<file path="config.mk">
export PLATFORM = sky130hd
export DESIGN_NAME = led_event_stretcher_flat
export DESIGN_NICKNAME = d
export VERILOG_FILES = /design/src/rtl/led_event_stretcher_pkg.sv /design/src/rtl/led_event_stretcher_if.sv /design/src/rtl/led_event_stretcher_ch.sv /design/src/rtl/led_event_stretcher.sv /design/src/flat_wrapper.sv
export SDC_FILE = /design/constraint.sdc
export NUM_CORES = 1
export LEC_CHECK = 0
export CORE_MARGIN = 2
export CORE_UTILIZATION = 41
export DETAILED_ROUTE_END_ITERATION = 8
export HOLD_SLACK_MARGIN = 0.08
export PLACE_DENSITY = 0.55
export SLEW_MARGIN = 20
export SYNTH_ARGS = -nofsm -noshare
export SYNTH_HDL_FRONTEND = slang
export SYNTH_SLANG_ARGS = --single-unit
</file>
<file path="constraint.sdc">
create_clock -name clock -period 4.7 [get_ports clock]
set_clock_uncertainty 0.05 [all_clocks]
set_input_delay 1.175 -clock clock [delete_from_list [all_inputs] [get_ports clock]]
set_output_delay 1.175 -clock clock [all_outputs]
set_load 0.005 [all_outputs]
</file>
<file path="src/rtl/led_event_stretcher_pkg.sv">
// Shared types and 84 MHz defaults for the LED event stretcher.
package led_event_stretcher_pkg;

    typedef enum logic [1:0] {
        ST_IDLE = 2'd0,
        ST_ON   = 2'd1,
        ST_GAP  = 2'd2
    } led_st_e;

    // 100 ms lit, 50 ms dark at 84 MHz
    localparam int DEF_ON_CYCLES  = 8_400_000;
    localparam int DEF_GAP_CYCLES = 4_200_000;

    function automatic int max_int(input int a, input int b);
        return (a > b) ? a : b;
    endfunction

endpackage

</file>
<file path="src/rtl/led_event_stretcher_if.sv">
// Event/LED bundle between core logic (master) and the stretcher (slave).
interface led_event_stretcher_if #(
    parameter int CH = 4
);
    logic [CH-1:0] event_i;
    logic          ovf_clr_i;
    logic [CH-1:0] led_o;
    logic [CH-1:0] busy_o;
    logic [CH-1:0] ovf_o;

    modport master (output event_i, ovf_clr_i, input led_o, busy_o, ovf_o);
    modport slave  (input event_i, ovf_clr_i, output led_o, busy_o, ovf_o);
endinterface

</file>
<file path="src/rtl/led_event_stretcher_ch.sv">
// One LED channel: IDLE/ON/GAP FSM, down-timer, pending-event queue count, sticky overflow.
module led_stretch_ch
    import led_event_stretcher_pkg::*;
#(
    parameter int ON_CYCLES  = DEF_ON_CYCLES,
    parameter int GAP_CYCLES = DEF_GAP_CYCLES,
    parameter int PEND_W     = 3
) (
    input  logic clock,
    input  logic reset,
    input  logic event_i,
    input  logic ovf_clr_i,
    output logic lit_d_o,
    output logic busy_o,
    output logic ovf_o
);
    localparam int TW = $clog2(max_int(ON_CYCLES, GAP_CYCLES) + 1);
    localparam logic [TW-1:0] ON_LD  = TW'(ON_CYCLES - 1);
    localparam logic [TW-1:0] GAP_LD = TW'(GAP_CYCLES - 1);

    led_st_e           state_q, state_d;
    logic [TW-1:0]     tmr_q, tmr_d;
    logic [PEND_W-1:0] pend_q, pend_d, pend_inc;
    logic              ovf_q, ovf_d, busy_q, busy_d, sat, ovf_set, tmr_zero;

    always_comb begin
        state_d  = state_q;
        tmr_d    = tmr_q;
        pend_d   = pend_q;
        ovf_set  = 1'b0;
        tmr_zero = (tmr_q == '0);
        sat      = (pend_q == '1);
        pend_inc = sat ? pend_q : pend_q + PEND_W'(1);
        case (state_q)
            ST_IDLE: begin
                // a fresh event starts directly; otherwise drain the queue
                if (event_i || pend_q != '0) begin
                    state_d = ST_ON;
                    tmr_d   = ON_LD;
                    if (!event_i) pend_d = pend_q - PEND_W'(1);
                end
            end
            ST_ON: begin
                if (tmr_zero) begin
                    state_d = ST_GAP;
                    tmr_d   = GAP_LD;
                end else begin
                    tmr_d = tmr_q - TW'(1);
                end
                if (event_i) pend_d = pend_inc;
                ovf_set = event_i & sat;
            end
            ST_GAP: begin
                if (tmr_zero) begin
                    if (pend_q != '0) begin
                        // consume one queued event; a same-cycle event replaces it
                        state_d = ST_ON;
                        tmr_d   = ON_LD;
                        if (!event_i) pend_d = pend_q - PEND_W'(1);
                    end else begin
                        state_d = ST_IDLE;
                        pend_d  = event_i ? PEND_W'(1) : '0;
                    end
                end else begin
                    tmr_d = tmr_q - TW'(1);
                    if (event_i) pend_d = pend_inc;
                    ovf_set = event_i & sat;
                end
            end
            default: state_d = ST_IDLE;
        endcase
        ovf_d  = (ovf_q & ~ovf_clr_i) | ovf_set;
        busy_d = (state_d != ST_IDLE) || (pend_d != '0);
    end

    always_ff @(posedge clock or posedge reset) begin
        if (reset) begin
            state_q <= ST_IDLE;
            tmr_q   <= '0;
            pend_q  <= '0;
            ovf_q   <= 1'b0;
            busy_q  <= 1'b0;
        end else begin
            state_q <= state_d;
            tmr_q   <= tmr_d;
            pend_q  <= pend_d;
            ovf_q   <= ovf_d;
            busy_q  <= busy_d;
        end
    end

    assign lit_d_o = (state_d == ST_ON);
    assign busy_o  = busy_q;
    assign ovf_o   = ovf_q;

endmodule

</file>
<file path="src/rtl/led_event_stretcher.sv">
// Multi-channel LED event stretcher; LED_ACTIVE_LOW_EN selects active-low led drive.
module led_event_stretcher
    import led_event_stretcher_pkg::*;
#(
    parameter int CH         = 4,
    parameter int ON_CYCLES  = DEF_ON_CYCLES,
    parameter int GAP_CYCLES = DEF_GAP_CYCLES,
    parameter int PEND_W     = 3
) (
    input  logic                  clock,
    input  logic                  reset,
    led_event_stretcher_if.slave  bus
);
`ifdef LED_ACTIVE_LOW_EN
    localparam logic [CH-1:0] LED_OFF = '1;
`else
    localparam logic [CH-1:0] LED_OFF = '0;
`endif

    logic [CH-1:0] lit_d, busy_w, ovf_w, led_q;

    for (genvar i = 0; i < CH; i++) begin : g_ch
        led_stretch_ch #(
            .ON_CYCLES (ON_CYCLES),
            .GAP_CYCLES(GAP_CYCLES),
            .PEND_W    (PEND_W)
        ) u_ch (
            .clock    (clock),
            .reset    (reset),
            .event_i  (bus.event_i[i]),
            .ovf_clr_i(bus.ovf_clr_i),
            .lit_d_o  (lit_d[i]),
            .busy_o   (busy_w[i]),
            .ovf_o    (ovf_w[i])
        );
    end

    // polarity is folded into the output flop so the pins never glitch
    always_ff @(posedge clock or posedge reset) begin
        if (reset) led_q <= LED_OFF;
        else       led_q <= lit_d ^ LED_OFF;
    end

    assign bus.led_o  = led_q;
    assign bus.busy_o = busy_w;
    assign bus.ovf_o  = ovf_w;

endmodule

</file>
<file path="src/flat_wrapper.sv">
// flat-port wrapper written by rule: the top's interface ports become plain ports
module led_event_stretcher_flat import led_event_stretcher_pkg::*;
#(
    parameter int CH         = 4,
    parameter int ON_CYCLES  = DEF_ON_CYCLES,
    parameter int GAP_CYCLES = DEF_GAP_CYCLES,
    parameter int PEND_W     = 3
)
  (clock, reset, bus_event_i, bus_ovf_clr_i, bus_led_o, bus_busy_o, bus_ovf_o);
  led_event_stretcher_if #(.CH(CH)) bus_i ();
  input  logic clock;
  input  logic reset;
  input wire logic [$bits(bus_i.event_i)-1:0] bus_event_i;
  input wire logic [$bits(bus_i.ovf_clr_i)-1:0] bus_ovf_clr_i;
  output wire logic [$bits(bus_i.led_o)-1:0] bus_led_o;
  output wire logic [$bits(bus_i.busy_o)-1:0] bus_busy_o;
  output wire logic [$bits(bus_i.ovf_o)-1:0] bus_ovf_o;
  assign bus_i.event_i = bus_event_i;
  assign bus_i.ovf_clr_i = bus_ovf_clr_i;
  assign bus_led_o = bus_i.led_o;
  assign bus_busy_o = bus_i.busy_o;
  assign bus_ovf_o = bus_i.ovf_o;
  led_event_stretcher #(.CH(CH), .ON_CYCLES(ON_CYCLES), .GAP_CYCLES(GAP_CYCLES), .PEND_W(PEND_W)) u_core (.clock(clock), .reset(reset), .bus(bus_i));
endmodule
</file>
* Word-level counts from Yosys, hierarchy flattened
Index checks and enable logic that the tools add are counted.
** Operators by class
- Add/sub/neg operators :: 12
- Reductions and logical operators :: 36
- Bitwise logic cells :: 13
- Muxes and demuxes :: 80
- Eq/ne operators :: 24
** Operators by type and width (count)
- $mux 24 :: 16
- $pmux 24 s3 :: 4
- $logic_not 24->1 :: 4
- $sub 24x1->24 const B :: 4
- $mux 3 :: 24
- $pmux 3 s3 :: 4
- $reduce_bool 3->1 :: 12
- $mux 2 :: 12
- $pmux 2 s3 :: 4
- $eq 2x1->1 const B :: 8
- $add 3x1->3 const B :: 4
- $eq 3x3->1 const B :: 4
- $mux 1 :: 12
- $ne 3x3->1 const B :: 4
- $reduce_and 3->1 :: 4
- $sub 3x1->3 const B :: 4
- $and 1x1->1 :: 8
- $eq 2x2->1 const B :: 4
- $logic_not 2->1 :: 4
- $logic_or 1x1->1 :: 8
- $ne 2x2->1 const B :: 4
- $pmux 1 s2 :: 4
- $reduce_bool 2->1 :: 4
- $or 1x1->1 :: 4
- $not 1->1 :: 1
** Word-level totals
- Output and inout port bits :: 12
- Word-level logic and storage cells :: 186
- Bits in registers :: 128

* Logic depth before layout (Yosys ltp)
Gate-level depths: netlist of the first run.
- Depth after elaboration :: 7
- Mapped depth :: 11

* Hierarchy
Synthesis of the first run repeated with hierarchy kept, for this count alone.
** Second synthesis, totals
- Cells, all modules :: 995
- Area, all modules :: 8594.5 um2
** Modules (own cells, without submodules)
- led_stretch_ch (u_core.g_ch[0].u_ch ...) :: cells each 249, sequential area each 775.7 um2, times used 3, area each 2147.1 um2
- led_stretch_ch (u_core.g_ch[3].u_ch) :: cells each 243, sequential area each 775.7 um2, times used 1, area each 2049.5 um2
- led_event_stretcher :: cells each 5, sequential area each 100.1 um2, times used 1, area each 103.8 um2

* Least setup slack after synthesis of the first run
OpenSTA, ideal clock, no wires.
- Kind :: input to register
- Start :: input bus_event_i[1]
- End :: register u_core.g_ch[1].u_ch.busy_q
- Path slack :: 1.688 ns
- Setup time :: 0.139 ns
- Required time :: 4.511 ns
- Data arrival time :: 2.823 ns
- Cell stages on the path :: 7
- Cell sequence :: clkbuf_1 -> a21boi_0 -> nor2_1 -> a21oi_1 -> a21oi_1 -> o32a_1 -> or4b_1
** Between the ends
- Longest elaborated chain between the ends :: 6
- Elaborated cells on any way between the ends :: 13
- Those cells by class :: 9 x mux; 4 x reduce/logical
** RTL lines
- start, declared :: RTL line flat_wrapper.sv:13 : input wire logic [$bits(bus_i.event_i)-1:0] bus_event_i;
- $mux 3 :: RTL line led_event_stretcher_ch.sv:40, led_event_stretcher_ch.sv:59
- $mux 3 :: RTL line led_event_stretcher_ch.sv:55 : if (pend_q != '0) begin
- $mux 3 :: RTL line led_event_stretcher_ch.sv:54 : if (tmr_zero) begin
- $pmux 3 s3 * :: RTL line led_event_stretcher_ch.sv:34 : case (state_q)
- via u_core.g_ch[1].u_ch.pend_d[1] :: RTL line led_event_stretcher_ch.sv:23 : logic [PEND_W-1:0] pend_q, pend_d, pend_inc;
- $reduce_bool 3->1 * :: RTL line led_event_stretcher_ch.sv:73 : busy_d = (state_d != ST_IDLE) || (pend_d != '0);
- $logic_or 1x1->1 * :: RTL line led_event_stretcher_ch.sv:73
- via u_core.g_ch[1].u_ch.busy_d :: RTL line led_event_stretcher_ch.sv:24 : logic ovf_q, ovf_d, busy_q, busy_d, sat, ovf_set, tmr_zero;
- end signal, assigned :: RTL line led_event_stretcher_ch.sv:88 : busy_q <= busy_d;
- end, declared :: RTL line led_event_stretcher_ch.sv:24
Mark *: on every way through the listed nets, which the timed path passes. The rest lies on a longest branch.
A chain may end at the register's enable or synchronous reset.

* Worst setup path in the final report of the first run
- Start :: input bus_event_i[3]
- End :: register u_core.g_ch[3].u_ch.tmr_q[2]
** Between the ends
- Longest elaborated chain between the ends :: 3
** RTL lines
- $logic_or 1x1->1 :: RTL line led_event_stretcher_ch.sv:37 : if (event_i || pend_q != '0) begin
- $ne 2x2->1 (no source line)
- $reduce_and 3->1 (no source line)
- end signal, assigned :: RTL line led_event_stretcher_ch.sv:85 : tmr_q <= tmr_d;
- end, declared :: RTL line led_event_stretcher_ch.sv:22 : logic [TW-1:0] tmr_q, tmr_d;
No other way between the ends.

==> results of run 1 <==
area by class of cell:
class / instances / area (um2) / area share
Inverter: 46 / 178 / 0.0186
Multi-Input combinational cell: 761 / 4980 / 0.522
Clock inverter: 4 / 72.6 / 0.00760
Tap cell: 270 / 338 / 0.0354
Sequential cell: 128 / 3200 / 0.336
Clock buffer: 27 / 523 / 0.0548
Timing Repair Buffer: 26 / 253 / 0.0265
synthesized netlist by cell type, types with 11 or more instances:
master	instances
and2_1	12
o22a_1	36
dfrtp_1	128
or3_1	21
nor4_1	12
o31ai_1	12
nor2b_1	13
o21ai_0	35
o21a_1	16
nor3_1	39
inv_1	46
or4_1	14
xor2_1	18
a211oi_1	12
nor2_1	106
ha_1	36
nand3_1	17
a21oi_1	108
clkbuf_1	36
a31oi_1	20
nand2_1	37
a21o_1	11
nand4_1	31
per-stage QoR:
step / total power [mW] / instance area (um2) / worst slack, ns / hold WS [ns]
6_report: 5.15 / 9550 / 1.39 / 0.464
5_1_grt: 5.54 / 9550 / 1.17 / 0.496
3_5_place_dp: 3.79 / 8950 / 1.01 / 0.450
4_1_cts: 5.17 / 9550 / 1.45 / 0.464
2_1_floorplan: 3.26 / 8590 / 0.0624 / 0.432
3_3_place_gp: 3.79 / 8950 / 0.999 / 0.452
worst max-delay path: stages:
cell and delay (ns):
clkdlybuf4s50_1 0.51, o22ai_1 0.10, buf_4 0.17, a21oi_1 0.82, nand2_1 0.47, o22a_1 0.33
flip-flops by register name, summed over array words and instances (netlist names):
register	cells
u_core.g_ch.u_ch.tmr_q	96
u_core.g_ch.u_ch.pend_q	12
u_core.g_ch.u_ch.state_q	8
u_core.bus.led_o	4
u_core.g_ch.u_ch.busy_o	4
u_core.g_ch.u_ch.ovf_o	4
layer usage:
layer  routed length [um]  up-vias
li1                     -     3688
met1                10700     3630
met2                 9640      114
met3                  579       17
met4                  186        0
met5                    0        -
worst min path at each step:
stage                                                    startpoint                                         to  slack (ns)  cells after the start
final                     u_core.g_ch[2].u_ch.tmr_q[23]$_DFFE_PP0P_  u_core.g_ch[2].u_ch.tmr_q[23]$_DFFE_PP0P_        0.46                      1
after global routing      u_core.g_ch[0].u_ch.tmr_q[23]$_DFFE_PP0P_  u_core.g_ch[0].u_ch.tmr_q[23]$_DFFE_PP0P_        0.50                      1
after CTS                 u_core.g_ch[2].u_ch.tmr_q[23]$_DFFE_PP0P_  u_core.g_ch[2].u_ch.tmr_q[23]$_DFFE_PP0P_        0.46                      1
after global placement    u_core.g_ch[2].u_ch.tmr_q[23]$_DFFE_PP0P_  u_core.g_ch[2].u_ch.tmr_q[23]$_DFFE_PP0P_        0.45                      1
after detailed placement  u_core.g_ch[2].u_ch.tmr_q[23]$_DFFE_PP0P_  u_core.g_ch[2].u_ch.tmr_q[23]$_DFFE_PP0P_        0.45                      1
after floorplan           u_core.g_ch[0].u_ch.tmr_q[23]$_DFFE_PP0P_  u_core.g_ch[0].u_ch.tmr_q[23]$_DFFE_PP0P_        0.43                      1
cell families (layout without fill, tap and decap cells):
| group | after synthesis | count (layout) |
|---|---|---|
| buffers and inverters | 98 | 103 |
| xor gates and xnor gates | 24 | 24 |
| DFF | 128 | 128 |
| and+or+nand+nor | 371 | 371 |
| muxes | 4 | 4 |
| AOI/OAI and AO/OA | 326 | 326 |
| adders and majority gates | 36 | 36 |
report_power, final:
group / internal [mW] / total, mW / switching (mW)
clock network: 0.863 / 1.35 / 0.487
logic: 0.873 / 2.17 / 1.29
registers: 1.35 / 1.63 / 0.282
==> metrics.txt, run 1 <==
vias in the first global route=about 7300; post_cts resized=0; commonest non-fill, non-tap cell in the layout=dfrtp_1; LEAKAGE=approximately 4 nW; largest family of logic cells by synthesized area=compound AO/OA/AOI/OAI gates; maxcap violations=0; fin crit period=approximately 3.3 ns; Critical Path AT=roughly 3.6 ns; Final Cycle Share=0.705; Worst-path clk slew=about 0.060 ns; Vias/cell=around 5.9; Post-Route WL=around 21000 um; die area=approximately 0.022 mm2; nets=1023; reg2reg end=u_core.g_ch[2].u_ch.tmr_q[9]$_DFFE_PP0P_; critical path type=primary input to flop; FF+latch count, synth=between 100 and 150; filler cell count in the final layout=2044; top post-synthesis cells by area=dfrtp_1, a21oi_1, ha_1; post-route setup TNS=0 ns; met1 Track Usage GR=0.288; clk buf depth=2; initial DRC count=540; CTS sink count=around 130; GRT busiest layer=met2; PD cells=around 540 mW/mm2; Most used DFF post-synth=dfrtp_1; antenna violations before repair=0; async set-reset flop share out of synthesis=1.00; standard-cell rows=52; # setup viols final=0; CTS tree=built; Worst Setup EP=u_core.g_ch[3].u_ch.tmr_q[2]$_DFFE_PP0P_; Remaining DRCs=0; mux contribution to synthesized area=0.00510; f_max=between 300 and 400 MHz; Synthesized Nets=1030; fraction of the mapped netlist area in simple logic gates=0.245; first-pass GRT wire length=36400 um; Post-Syn Area per Cell=around 8.7 um2; Avg WL per Cell=16.7 um; post-CTS setup buffer count=0; RR Startpoint=u_core.g_ch[2].u_ch.tmr_q[12]$_DFFE_PP0P_; Synth Area in XOR/XNOR=0.0245; final core occ=0.467; maximum vdd drop=between 200 and 300 uV; critical path startpoint=bus_event_i[3]; Core ar.=between 0.02 and 0.025 mm2; post-route ant nets=0; dpl cells=1231; WP data required=4.96 ns; starting density of the core=0.420; area leader, netlist=dfrtp_1; CTS buffer count=17; vias=about 7400; critical path startpoint category=primary input; H-tree levels=4; Cell variety after synth=between 70 and 80; Area Overhead vs Synth=11.1%; post-synthesis sequential area ratio=0.373; share of layout cells above drive strength 1=0.0716; Synth Area in Compound Gates=0.253; GRT Resource Usage Total=0.201; RePlAce Congestion=0.843; cell count after synthesis=between 900 and 1000; Synth top area share=0.373; Die Y=about 150 um; clk root buf=clkbuf_16; DP Wirelength=about 14000 um; RSZ-0062 raised after global routing=false; Worst-Margin Slew=between 1 and 1.5 ns; Hold Violations, Final=0; Mapped Area=between 0.008 and 0.009 mm2; largest net degree at the start of global routing=80; M3 GR Usage=0.0339; IO buf count=18; R2R depth=6; YS warnings=0; Worst Setup End Kind=flop; Antenna Cells=0; slew margin rel.=0.308; max-slew violation count=0; crit path max fanout=14; worst reg-to-reg setup slack=around 1.5 ns; GR Overflow Total=0; I/O pin cnt=19; later-pin clock latency in the skew report=0.42 ns; first drt pass iteration count=5; EDFF count, synth=0; final cell count without fillers=between 1000 and 1500; Hold Path Class=flop to flop; most frequent cells in the layout=dfrtp_1, a21oi_1, nor2_1; die width=between 100 and 150 um; adder-cell share of the synthesized area=0.0524; status=finished, final reports clean; hold-fix buffers at CTS=0; grt met2 use=0.313
Note: power is estimated with default switching activity, not from simulation.
==> run 2: changes to the inputs <==
PLACE_DENSITY = 0.53   (was 0.55)
clock period = 3.12 ns   (was 4.7 ns; I/O delays follow)
==> metrics.txt, run 2 (same netlist as run 1, synthesis figures left out) <==
Worst-Margin Slew=about 0.7 ns; maxcap violations=0; critical path startpoint=u_core.g_ch[0].u_ch.tmr_q[16]$_DFFE_PP0P_; Antenna Cells=0; max-slew violation count=0; worst hold slack=0.467 ns; CTS tree=built; commonest non-fill, non-tap cell in the layout=dfrtp_1; RePlAce Congestion=slightly above 0.8; H-tree levels=4; post-CTS setup buffer count=0; f_max=between 300 and 400 MHz; critical path startpoint category=flop; DP Wirelength=between 15000 and 20000 um; Vias/cell=between 5 and 6; Worst-path clk slew=0.06 ns; # setup viols final=0; first drt pass iteration count=5; critical path type=flop to flop; WP data required=approximately 3.4 ns; LEAKAGE=approximately 4.3 nW; pre-CTS setup slack=about 0.091 ns; clk root buf=clkbuf_16; setup ws final=~0.23 ns; initial DRC count=408; post-route setup TNS=0 ns; Core ar.=approximately 0.02 mm2; Die Y=~150 um; die width=about 150 um; post_cts resized=0; maximum vdd drop=361 uV; starting density of the core=0.420; Critical Path AT=about 3.1 ns; Post-Route WL=around 21000 um; share of layout cells above drive strength 1=0.119; vias=7553; RSZ-0062 raised after global routing=false; most frequent cells in the layout=dfrtp_1, a21oi_1, nor2_1; antenna violations before repair=0; RR Startpoint=u_core.g_ch[0].u_ch.tmr_q[16]$_DFFE_PP0P_; Avg WL per Cell=around 16 um; die area=about 0.022 mm2; Hold Path Class=flop to flop; status=finished, final reports clean; top flop regs=u_core.g_ch.u_ch.tmr_q x96, u_core.g_ch.u_ch.pend_q x12, u_core.g_ch.u_ch.state_q x8; met1 Track Usage GR=0.288; largest net degree at the start of global routing=38; grt met2 use=0.318; total power=between 8 and 9 mW; GRT busiest layer=met2; Remaining DRCs=0; PD cells=roughly 820 mW/mm2; clk buf depth=2; CTS sink count=128; I/O pin cnt=19; worst hold start=u_core.g_ch[2].u_ch.tmr_q[23]$_DFFE_PP0P_; crit path max fanout=7; fin crit period=~2.9 ns; M3 GR Usage=0.0339; GR Overflow Total=0; standard-cell rows=52; vias in the first global route=a little over 7000; hold-fix buffers at CTS=0; Placement Cell Area=0.00937 mm2; GRT Resource Usage Total=0.201; post-route ant nets=0; IO buf count=18; Largest Register=u_core.g_ch.u_ch.tmr_q; Area Overhead vs Synth=16.7%; max reg flops=96; Final Cycle Share=0.925; first-pass GRT wire length=36300 um; fin area=0.0100 mm2; slew margin rel.=0.531; later-pin clock latency in the skew report=approximately 0.42 ns; CTS buffer count=17; Worst Setup End Kind=flop; nets=1074; Hold Violations, Final=0
-- run 2: final timing paths --
kind | end | cells after the start | slack, ns
min in group asynchronous | u_core.g_ch[1].u_ch.pend_q[1]$_DFF_PP0_ | 2 | 0.62
worst max-delay path | u_core.g_ch[0].u_ch.busy_o$_DFF_PP0_ | 6 | 0.23
worst min-delay path | u_core.g_ch[2].u_ch.tmr_q[23]$_DFFE_PP0P_ | 1 | 0.47
worst min register to register | u_core.g_ch[2].u_ch.tmr_q[23]$_DFFE_PP0P_ | 1 | 0.47
worst max register to register | u_core.g_ch[0].u_ch.busy_o$_DFF_PP0_ | 6 | 0.23
max in group asynchronous | u_core.g_ch[2].u_ch.pend_q[1]$_DFF_PP0_ | 3 | 1.85
-- run 2: layout make-up --
cell class,instances,area (um2)
fill,1998,10400
multi-input combinational,761,4980
sequential,128,3200
timing repair buffer,77,673
clock buffer,23,478
tap,270,338
clock inverter,9,179
inverter,46,176
-- run 2: worst max-delay path, stage by stage, from the launching register on --
cell     delay, ns
dfrtp_1       0.41
or4_1         0.69
or4_4         0.59
nor4_2        0.24
o21ai_1       0.10
a22o_1        0.21
or4b_1        0.46
-- run 2: per-stage QoR --
step                instances   util
global route             1314  0.491
finish                   1314  0.491
CTS                      1314  0.491
floorplan                 987      -
global placement         1282  0.459
detailed placement       1282  0.459
-- run 2: where the power goes --
part | total [mW] | leakage, nW | switching, mW | internal, mW
Combinational | 3.56 | 2.38 | 1.99 | 1.57
Clock | 2.23 | 0.314 | 0.745 | 1.48
Sequential | 2.46 | 1.60 | 0.431 | 2.03
Total | 8.24 | 4.29 | 3.17 | 5.08
-- run 2: per-layer routing --
layer | vias to the layer above | wire length [um]
li1 | 3810 | -
met3 | 16 | 521
met4 | 0 | 175
met2 | 112 | 9750
met5 | - | 0
met1 | 3615 | 10700
==> run 3: changes to the inputs <==
SLEW_MARGIN = 5   (was 20)
==> results of run 3 <==
Final layout, timing and power as in run 2 (identical DEF).
==> variant (config.mk and constraints of run 3) <==
`CH` is set to 4 in 3 places; all go to 5.
--- a/src/rtl/led_event_stretcher_if.sv
+++ b/src/rtl/led_event_stretcher_if.sv
@@ -1,6 +1,6 @@
 // Event/LED bundle between core logic (master) and the stretcher (slave).
 interface led_event_stretcher_if #(
-    parameter int CH = 4
+    parameter int CH = 5
 );
     logic [CH-1:0] event_i;
     logic          ovf_clr_i;
--- a/src/rtl/led_event_stretcher.sv
+++ b/src/rtl/led_event_stretcher.sv
@@ -2,7 +2,7 @@
 module led_event_stretcher
     import led_event_stretcher_pkg::*;
 #(
-    parameter int CH         = 4,
+    parameter int CH         = 5,
     parameter int ON_CYCLES  = DEF_ON_CYCLES,
     parameter int GAP_CYCLES = DEF_GAP_CYCLES,
     parameter int PEND_W     = 3
--- a/src/flat_wrapper.sv
+++ b/src/flat_wrapper.sv
@@ -1,7 +1,7 @@
 // flat-port wrapper written by rule: the top's interface ports become plain ports
 module led_event_stretcher_flat import led_event_stretcher_pkg::*;
 #(
-    parameter int CH         = 4,
+    parameter int CH         = 5,
     parameter int ON_CYCLES  = DEF_ON_CYCLES,
     parameter int GAP_CYCLES = DEF_GAP_CYCLES,
     parameter int PEND_W     = 3
Ports: changed (resized bus_busy_o, bus_event_i, bus_led_o and bus_ovf_o); port bits go from 19 to 23. No check against the original RTL was run, so the function may have changed too.
==> variant against run 3 <==
Synthesized area up 19%. Global-route usage decreased by 0.49 points. Wire length grew 17%. Hold slack better by 0.0033 ns. Cell area increased by 16%. Clock power is 4% lower. Setup slack got worse by 0.091 ns. Power rose by 3.1%. Sequential cell count increased by 32. First-iteration DRC count rose by 66%. Critical path type unchanged. Critical endpoint is now u_core.g_ch[1].u_ch.tmr_q[18]. Largest cell class unchanged.
==> variant: results (changes against run 3) <==
* Outcome: finished, final reports clean
* Leakage at 5.03 nW (+17%)
* Mapped Nets at 1250 (+21%)
* Iter 0 DRT Violations at 678 (+66%)
* VDD IR max at 0.379 mV (+4.9%)
* Hold Crit Class: register to register
* Top post-synthesis cells by area: dfrtp_1 39%, a21oi_1 6.3%, ha_1 5.5%, nor2_1 5.4%, o22a_1 3.5%
* Sequential-to-total area share from yosys stat at 39.3% (+2.0 points)
* Vias post-DR at 8900 (+18%)
* Vias in the first global route at 8361 (+16%)
* Routed wl met2 at 11300 µm (+16%)
* Hold_sp: u_core.g_ch[2].u_ch.tmr_q[23]
* Arr. time, crit path at 3.23 ns (+0.11 ns)
* Synth cell types at 77 (+2.7%)
* Hold EP: u_core.g_ch[2].u_ch.tmr_q[23]
* Worst-margin pin slew at 0.836 ns (+0.139 ns)
* Share of layout cells above drive strength 1 at 9.00% (-2.9 points)
* Routed wl met3 at 787 µm (+51%)
* First-pass GRT wire length at 42500 µm (+17%)
* Placer Congestion at 0.815 (-1.4%)
* R2R cell count at 9 (+3)
* Synth cell count leaders: 160 x dfrtp_1, 147 x nor2_1, 129 x a21oi_1
* Setup WS pre-CTS at 0.107 ns (+0.0154 ns)
* Total wire length at 24800 µm (+17%)
* Worst-path maximum fanout at 17 (+10)
* GRT Util Overall at 19.6% (-0.49 points)
* Ys async rst share at 100% (unchanged)
* Critical Path Sink: u_core.g_ch[1].u_ch.tmr_q[18]
* Port Buf Inserts at 22 (+4)
* Crit. Startpoint: u_core.g_ch[1].u_ch.tmr_q[9]
* Largest net degree at the start of global routing at 61 (+61%)
* Largest regs: u_core.g_ch.u_ch.tmr_q (120), u_core.g_ch.u_ch.pend_q (15), u_core.g_ch.u_ch.state_q (10)
* Routed met1 length at 12600 µm (+18%)
* Initial antenna violation count at 0 (unchanged)
* Hpwl dp at 17700 µm (+16%)
* Root buffer cell: clkbuf_16
* Post-CTS Setup Bufs at 0 (unchanged)
* Fmax at 336 MHz (-3.1%)
* TritonCTS Buffers at 17 (unchanged)
* First drt pass iteration count at 5 (unchanged)
* Die W at 162 µm (+8.7%)
-- variant: stage by stage --
step             TNS, ns  instance area, µm²  cells  hold slack, ns  utilization, %
2_1_floorplan          0               10200   1197           0.430               -
3_3_place_gp           0               11000   1549           0.444            45.4
3_5_place_dp           0               11000   1549           0.460            45.4
4_1_cts                0               11600   1580           0.475            47.8
5_1_grt        -0.000943               11600   1580           0.487            47.9
6_report               0               11600   1580           0.470            47.9
-- variant: metal layers --
metal / vias to the layer above / track usage, %
met2: 143 / 30.9
met5: - / 0
met1: 4273 / 28.5
li1: 4470 / -
met4: 0 / 3.86
met3: 14 / 3.34
-- variant: cells by family (layout without fill, tap and decap cells) --
| group | count (synthesis) | count (layout) | synth area share (%) |
|---|---|---|---|
| fa+ha+maj | 45 | 45 | 5.53 |
| xor+xnor | 44 | 44 | 3.78 |
| simple gates | 474 | 474 | 23.8 |
| compound gates | 350 | 350 | 22.3 |
| buf+inv | 121 | 180 | 5.00 |
| mux | 3 | 3 | 0.307 |
| flops | 160 | 160 | 39.3 |
-- variant: critical path, stage by stage (launching register included) --
cell      delay (ns)
dfrtp_1         0.42
or4_4           0.55
or3_4           0.43
buf_4           0.16
or4_1           0.58
o211ai_2        0.11
buf_4           0.25
nor4_1          0.09
xnor2_1         0.16
nor2_1          0.06
-- variant: layout make-up --
| cell class | instances | area (µm²) |
|---|---|---|
| clock buffers | 26 | 519 |
| clock inverters | 5 | 75.1 |
| fillers | 2360 | 12700 |
| inverters | 72 | 274 |
| multi-input cells | 916 | 5690 |
| flip-flops and latches | 160 | 4000 |
| well taps | 324 | 405 |
| repair buffers | 77 | 683 |
-- variant: where the power goes --
group	internal (mW)	switching, mW	total [mW]
combinational	1.48	2.03	3.51
clock	1.30	0.826	2.13
sequential	2.46	0.405	2.87
